`src/rtl/frame_sequencer.sv`:
```
// Frame sequencer: streams one width x height frame of source pixels into the
// edge pipeline, then drives zero pixels for FLUSH cycles to drain it.
module frame_sequencer #(
    parameter int FLUSH   = 403,
    parameter int MIN_DIM = 3
) (
    input  logic       Clk,
    input  logic       Reset,
    input  logic       Start,
    input  logic       Abort,
    input  logic [7:0] CfgWidth,
    input  logic [7:0] CfgHeight,
    input  logic [7:0] SrcPixel,
    input  logic       SrcValid,
    output logic       SrcReady,
    output logic [7:0] PixelOut,
    output logic       FrameOut,
    output logic       LineOut,
    output logic       Busy,
    output logic       Done,
    output logic       CfgErr,
    output logic       Underflow
);

    localparam int              FW         = $clog2(FLUSH + 1);
    localparam logic [FW-1:0]   FLUSH_LAST = FW'(FLUSH - 1);
    localparam logic [7:0]      MIN_DIM8   = 8'(MIN_DIM);

    typedef enum logic [1:0] {
        ST_IDLE,
        ST_ACTIVE,
        ST_FLUSH
    } state_t;

    state_t        state;
    logic [7:0]    width_q;
    logic [7:0]    height_q;
    logic [7:0]    col;
    logic [7:0]    row;
    logic [FW-1:0] flush_cnt;

    logic cfg_ok;
    logic last_col;
    logic last_row;

    assign cfg_ok   = (CfgWidth >= MIN_DIM8) && (CfgHeight >= MIN_DIM8);
    assign last_col = (col == width_q - 8'd1);
    assign last_row = (row == height_q - 8'd1);

    // The source handshake is the only combinational output.
    assign SrcReady = (state == ST_ACTIVE);

    always_ff @(posedge Clk) begin
        if (Reset) begin
            state     <= ST_IDLE;
            width_q   <= 8'd0;
            height_q  <= 8'd0;
            col       <= 8'd0;
            row       <= 8'd0;
            flush_cnt <= '0;
            PixelOut  <= 8'd0;
            FrameOut  <= 1'b0;
            LineOut   <= 1'b0;
            Busy      <= 1'b0;
            Done      <= 1'b0;
            CfgErr    <= 1'b0;
            Underflow <= 1'b0;
        end else begin
            // Pulses and pixel outputs fall back to zero unless a branch drives them.
            Done     <= 1'b0;
            CfgErr   <= 1'b0;
            PixelOut <= 8'd0;
            FrameOut <= 1'b0;
            LineOut  <= 1'b0;

            case (state)
                ST_IDLE: begin
                    if (Start) begin
                        if (cfg_ok) begin
                            width_q   <= CfgWidth;
                            height_q  <= CfgHeight;
                            col       <= 8'd0;
                            row       <= 8'd0;
                            Underflow <= 1'b0;
                            state     <= ST_ACTIVE;
                            Busy      <= 1'b1;
                        end else begin
                            CfgErr <= 1'b1;
                        end
                    end
                end

                ST_ACTIVE: begin
                    if (Abort) begin
                        state <= ST_IDLE;
                        Busy  <= 1'b0;
                    end else begin
                        // The pipeline never stalls: a starved cycle emits a zero pixel.
                        PixelOut <= SrcValid ? SrcPixel : 8'd0;
                        if (!SrcValid) begin
                            Underflow <= 1'b1;
                        end
                        LineOut  <= (col == 8'd0);
                        FrameOut <= (col == 8'd0) && (row == 8'd0);
                        if (last_col) begin
                            col <= 8'd0;
                            if (last_row) begin
                                state     <= ST_FLUSH;
                                flush_cnt <= '0;
                            end else begin
                                row <= row + 8'd1;
                            end
                        end else begin
                            col <= col + 8'd1;
                        end
                    end
                end

                ST_FLUSH: begin
                    if (Abort) begin
                        state <= ST_IDLE;
                        Busy  <= 1'b0;
                    end else if (flush_cnt == FLUSH_LAST) begin
                        state <= ST_IDLE;
                        Busy  <= 1'b0;
                        Done  <= 1'b1;
                    end else begin
                        flush_cnt <= flush_cnt + FW'(1);
                    end
                end

                default: begin
                    state <= ST_IDLE;
                    Busy  <= 1'b0;
                end
            endcase
        end
    end

endmodule

```
`config.mk`:
```
export PLATFORM = sky130hd
export DESIGN_NAME = frame_sequencer
export DESIGN_NICKNAME = d
export VERILOG_FILES = /design/src/rtl/frame_sequencer.sv
export SDC_FILE = /design/constraint.sdc
export NUM_CORES = 1
export LEC_CHECK = 0
export ABC_AREA = 1
export CAP_MARGIN = 20
export CORE_MARGIN = 3
export CORE_UTILIZATION = 35
export CTS_CLUSTER_SIZE = 20
export DETAILED_ROUTE_END_ITERATION = 7
export PLACE_DENSITY = 0.63
export RECOVER_POWER = 100
export SETUP_SLACK_MARGIN = 0.05
export SLEW_MARGIN = 30
export SYNTH_ARGS = -nofsm -noshare
export SYNTH_HDL_FRONTEND = slang
export SYNTH_SLANG_ARGS = --single-unit
```
`constraint.sdc`:
```
create_clock -name Clk -period 2.35 [get_ports Clk]
set_input_delay 0.47 -clock Clk [delete_from_list [all_inputs] [get_ports Clk]]
set_output_delay 0.47 -clock Clk [all_outputs]
set_load 0.02 [all_outputs]
```
==> results of run 1 <==
-- logic make-up (layout without fill, tap and decap cells) --
| group | count (synthesis) | count (layout) |
|---|---|---|
| xor+xnor | 17 | 17 |
| compound gates | 66 | 66 |
| simple gates | 253 | 254 |
| flops | 57 | 57 |
| fa+ha+maj | 8 | 8 |
| buf+inv | 70 | 126 |
-- repair_timing --
action,in CTS,in global routing
hold buffers,0,0
resized for setup,0,8
setup endpoints to repair,0,20
-- registers in the layout, summed over array words and instances, names as in the netlist --
register   flops
flush_cnt      9
Underflow      1
LineOut        1
col            8
height_q       8
row            8
PixelOut       8
width_q        8
Busy           1
CfgErr         1
state          2
FrameOut       1
Done           1
-- area by class of cell --
class	count	area, sq um	area share (%)
Inverter	58	218	5.60
Clock inverter	4	20.0	0.515
Tap cell	105	131	3.38
Clock buffer	11	141	3.64
Multi-Input combinational cell	345	1730	44.6
Timing Repair Buffer	53	500	12.9
Sequential cell	57	1140	29.4
-- worst min-delay path, stage by stage (launching register included) --
cell     delay (ns)
dfxtp_1        0.31
inv_1          0.07
a21oi_1        0.06
-- synthesized netlist by cell type (all sizes together) (3+ instances only) --
| master | instances |
|---|---|
| clkbuf | 7 |
| dfxtp | 57 |
| a21oi | 34 |
| xor2 | 11 |
| ha | 8 |
| o21ai | 28 |
| nand4 | 11 |
| nor2 | 77 |
| nor3 | 6 |
| nand2 | 109 |
| nor4 | 4 |
| nor3b | 3 |
| buf | 5 |
| nand3 | 40 |
| inv | 58 |
| xnor2 | 6 |
-- power by group --
group	switching, W	internal (W)
sequential	0.0000741	0.00104
combinational	0.000463	0.000287
clock	0.000382	0.000398
-- layout by cell type (no fill, tap or decap), drive strengths merged, types with 3 or more instances in the layout --
cell,synthesis,layout
nand2,109,110
dfxtp,57,57
o21ai,28,28
ha,8,8
nand3,40,40
a21oi,34,34
dlygate4sd3,0,17
nor3b,3,3
xor2,11,11
inv,58,58
nor3,6,6
nand4,11,11
clkbuf,7,13
xnor2,6,6
clkinv,0,4
nor4,4,4
clkdlybuf4s50,0,26
nor2,77,77
buf,5,8
-- final timing paths --
check	slack, ns	end
setup / recovery	0.18	SrcReady
hold reg to reg	0.48	height_q[1]
hold / removal	0.48	height_q[1]
setup reg to reg	0.28	col[7]
-- per-layer routing --
layer	vias up	track usage, %	share of wire (%)
li1	1623	-	-
met1	1394	22.6	48
met2	53	26.4	46
met3	8	4.24	4.5
met4	0	4.46	0.76
met5	-	0	0
-- per-stage QoR --
step / instance area (sq um) / hold WS [ns] / instances / worst slack [ns]
after global placement: 3690 / 0.473 / 617 / 0.122
after global routing: 3880 / 0.503 / 633 / 0.0407
after CTS: 3860 / 0.484 / 632 / 0.134
final: 3880 / 0.480 / 633 / 0.177
after floorplan: 3110 / 0.448 / 471 / 0.563
after detailed placement: 3690 / 0.475 / 617 / 0.109
==> results.yml, run 1 <==
run_status:
  status: "completed"
critical_path:
  cp_num_buf_inv: 3
  path_cells: "inv_2 > nor2_4 > buf_4 > dlygate4sd3_1"
  crit_cells: 4
  reg2reg_depth: 12
  critPathLaunchType: "flop"
  crit_path_top_delay_cell: "dlygate4sd3_1"
  cp-end-kind: "primary output"
  r2r-start: "state[0]"
  required_ns: 1.88
  crit_type: "flop to primary output"
  path_delay_family: "buffers and inverters"
  critPathMaxStageDelay_ns: 0.69
  crit_arrival_ns: 1.70
  crit_start: "state[0]"
  crit_fanout: 8
timing:
  maxSlewViolCount: 0
  fmax_mhz: 460
  rsz0062_at_grt: "false"
  slew_headroom_pct: 69.0
  finalSetupViolCount: 0
  fin_tns_setup_ns: 0
  fin_skew_ns: 0.00930
  worst_pin_slew_ns: 0.464
  finalCriticalPeriod_ns: 2.17
  finalCritPeriodShare_pct: 92.5
  finalHoldViolCount: 0
yosys:
  ys_types: 31
  synth_fa_ha_area_share_pct: 3.22
  synthArstFlopShare_pct: 0
  synth.cell_area_sq_um: 3110
  avgSynthCellArea_sq_um: 6.60
  synth_top_area_cell: "dfxtp_1"
  synth_xor_area_share_pct: 4.79
  ys.flop_type: "dfxtp_1"
  yosysTopAreaCellShare_pct: 36.7
  synth_edf_count: 0
  synth_area_leaders: "dfxtp_1 37%, nand2_1 13%, nor2_1 8.9%"
  ys_ff_latch: 57
  ys_seq_area_share_pct: 36.7
  netlist_instances: 471
  synth-simple-area-share_pct: 35.1
  synth_nets: 508
  synth_compound_area_share_pct: 11.5
  synth_top_family_by_area: "simple AND/OR/NAND/NOR gates"
  yosysWarnings: 0
  synth.area.mux_share_pct: 0
final_layout:
  drive_gt1_share_pct: 7.58
  n_antenna_cell: 0
  area_growth_pct: 24.9
  fin_nets: 561
  final_util_pct: 46.1
  n_fill_cell: 879
flow_run:
  drv_cap: 0
placed_design:
  place_hpwl_mm: 6.01
  place.gp.congestion: 0.829
  port_buffers: 43
die:
  rows: 33
  core-area_sq_um: 8420
  boundaryPins: 44
  die-area_sq_um: 10100
  start_util_pct: 36.9
  die_h_um: 100
  die_w_um: 100
grt:
  grt_max_degree: 22
  track_usage_pct: 16.7
  grt_pass1_wl_mm: 13.6
  antenna_found_initial: 0
  grt_pass1_vias: 2910
  overflow: 0
cts:
  clk_pin_slew_ns: 0.06
  cts_tree: "built"
  h-tree-depth: 3
  insertion_delay_ns: 0.33
  max-clock-path-buffers: 2
  post_cts_buffers: 0
  cts-root-buf: "clkbuf_8"
  clock-sinks: 57
  cts_made_buffers: 9
detailed_routing:
  route.detailed.wl_per_inst_um: 12.6
  ant_nets: 0
  via_per_inst: 4.86
  drt_pass1_iterations: 4
  drt_iter0_drc: 171
  drcViolationCount: 0
  routed_wl_mm: 8.00
  num_vias: 3078
hold_path:
  hp-class: "flop to flop"
  min-delay-start: "height_q[1]"
  whs_path_depth: 2
power_and_ir_drop:
  leakagePower_nw: 1.70
  max-vdd-ir-drop_v: 0.000277
  power.density_nw_per_um2: 680
  total_power_w: 0.00264
Note: power is estimated with default switching activity, not from simulation.
==> inputs of run 2 (changes only) <==
- ABC_CLOCK_PERIOD_IN_PS: unset -> 2350
==> results of run 2 <==
Final layout, timing and power as in run 1 (identical DEF).
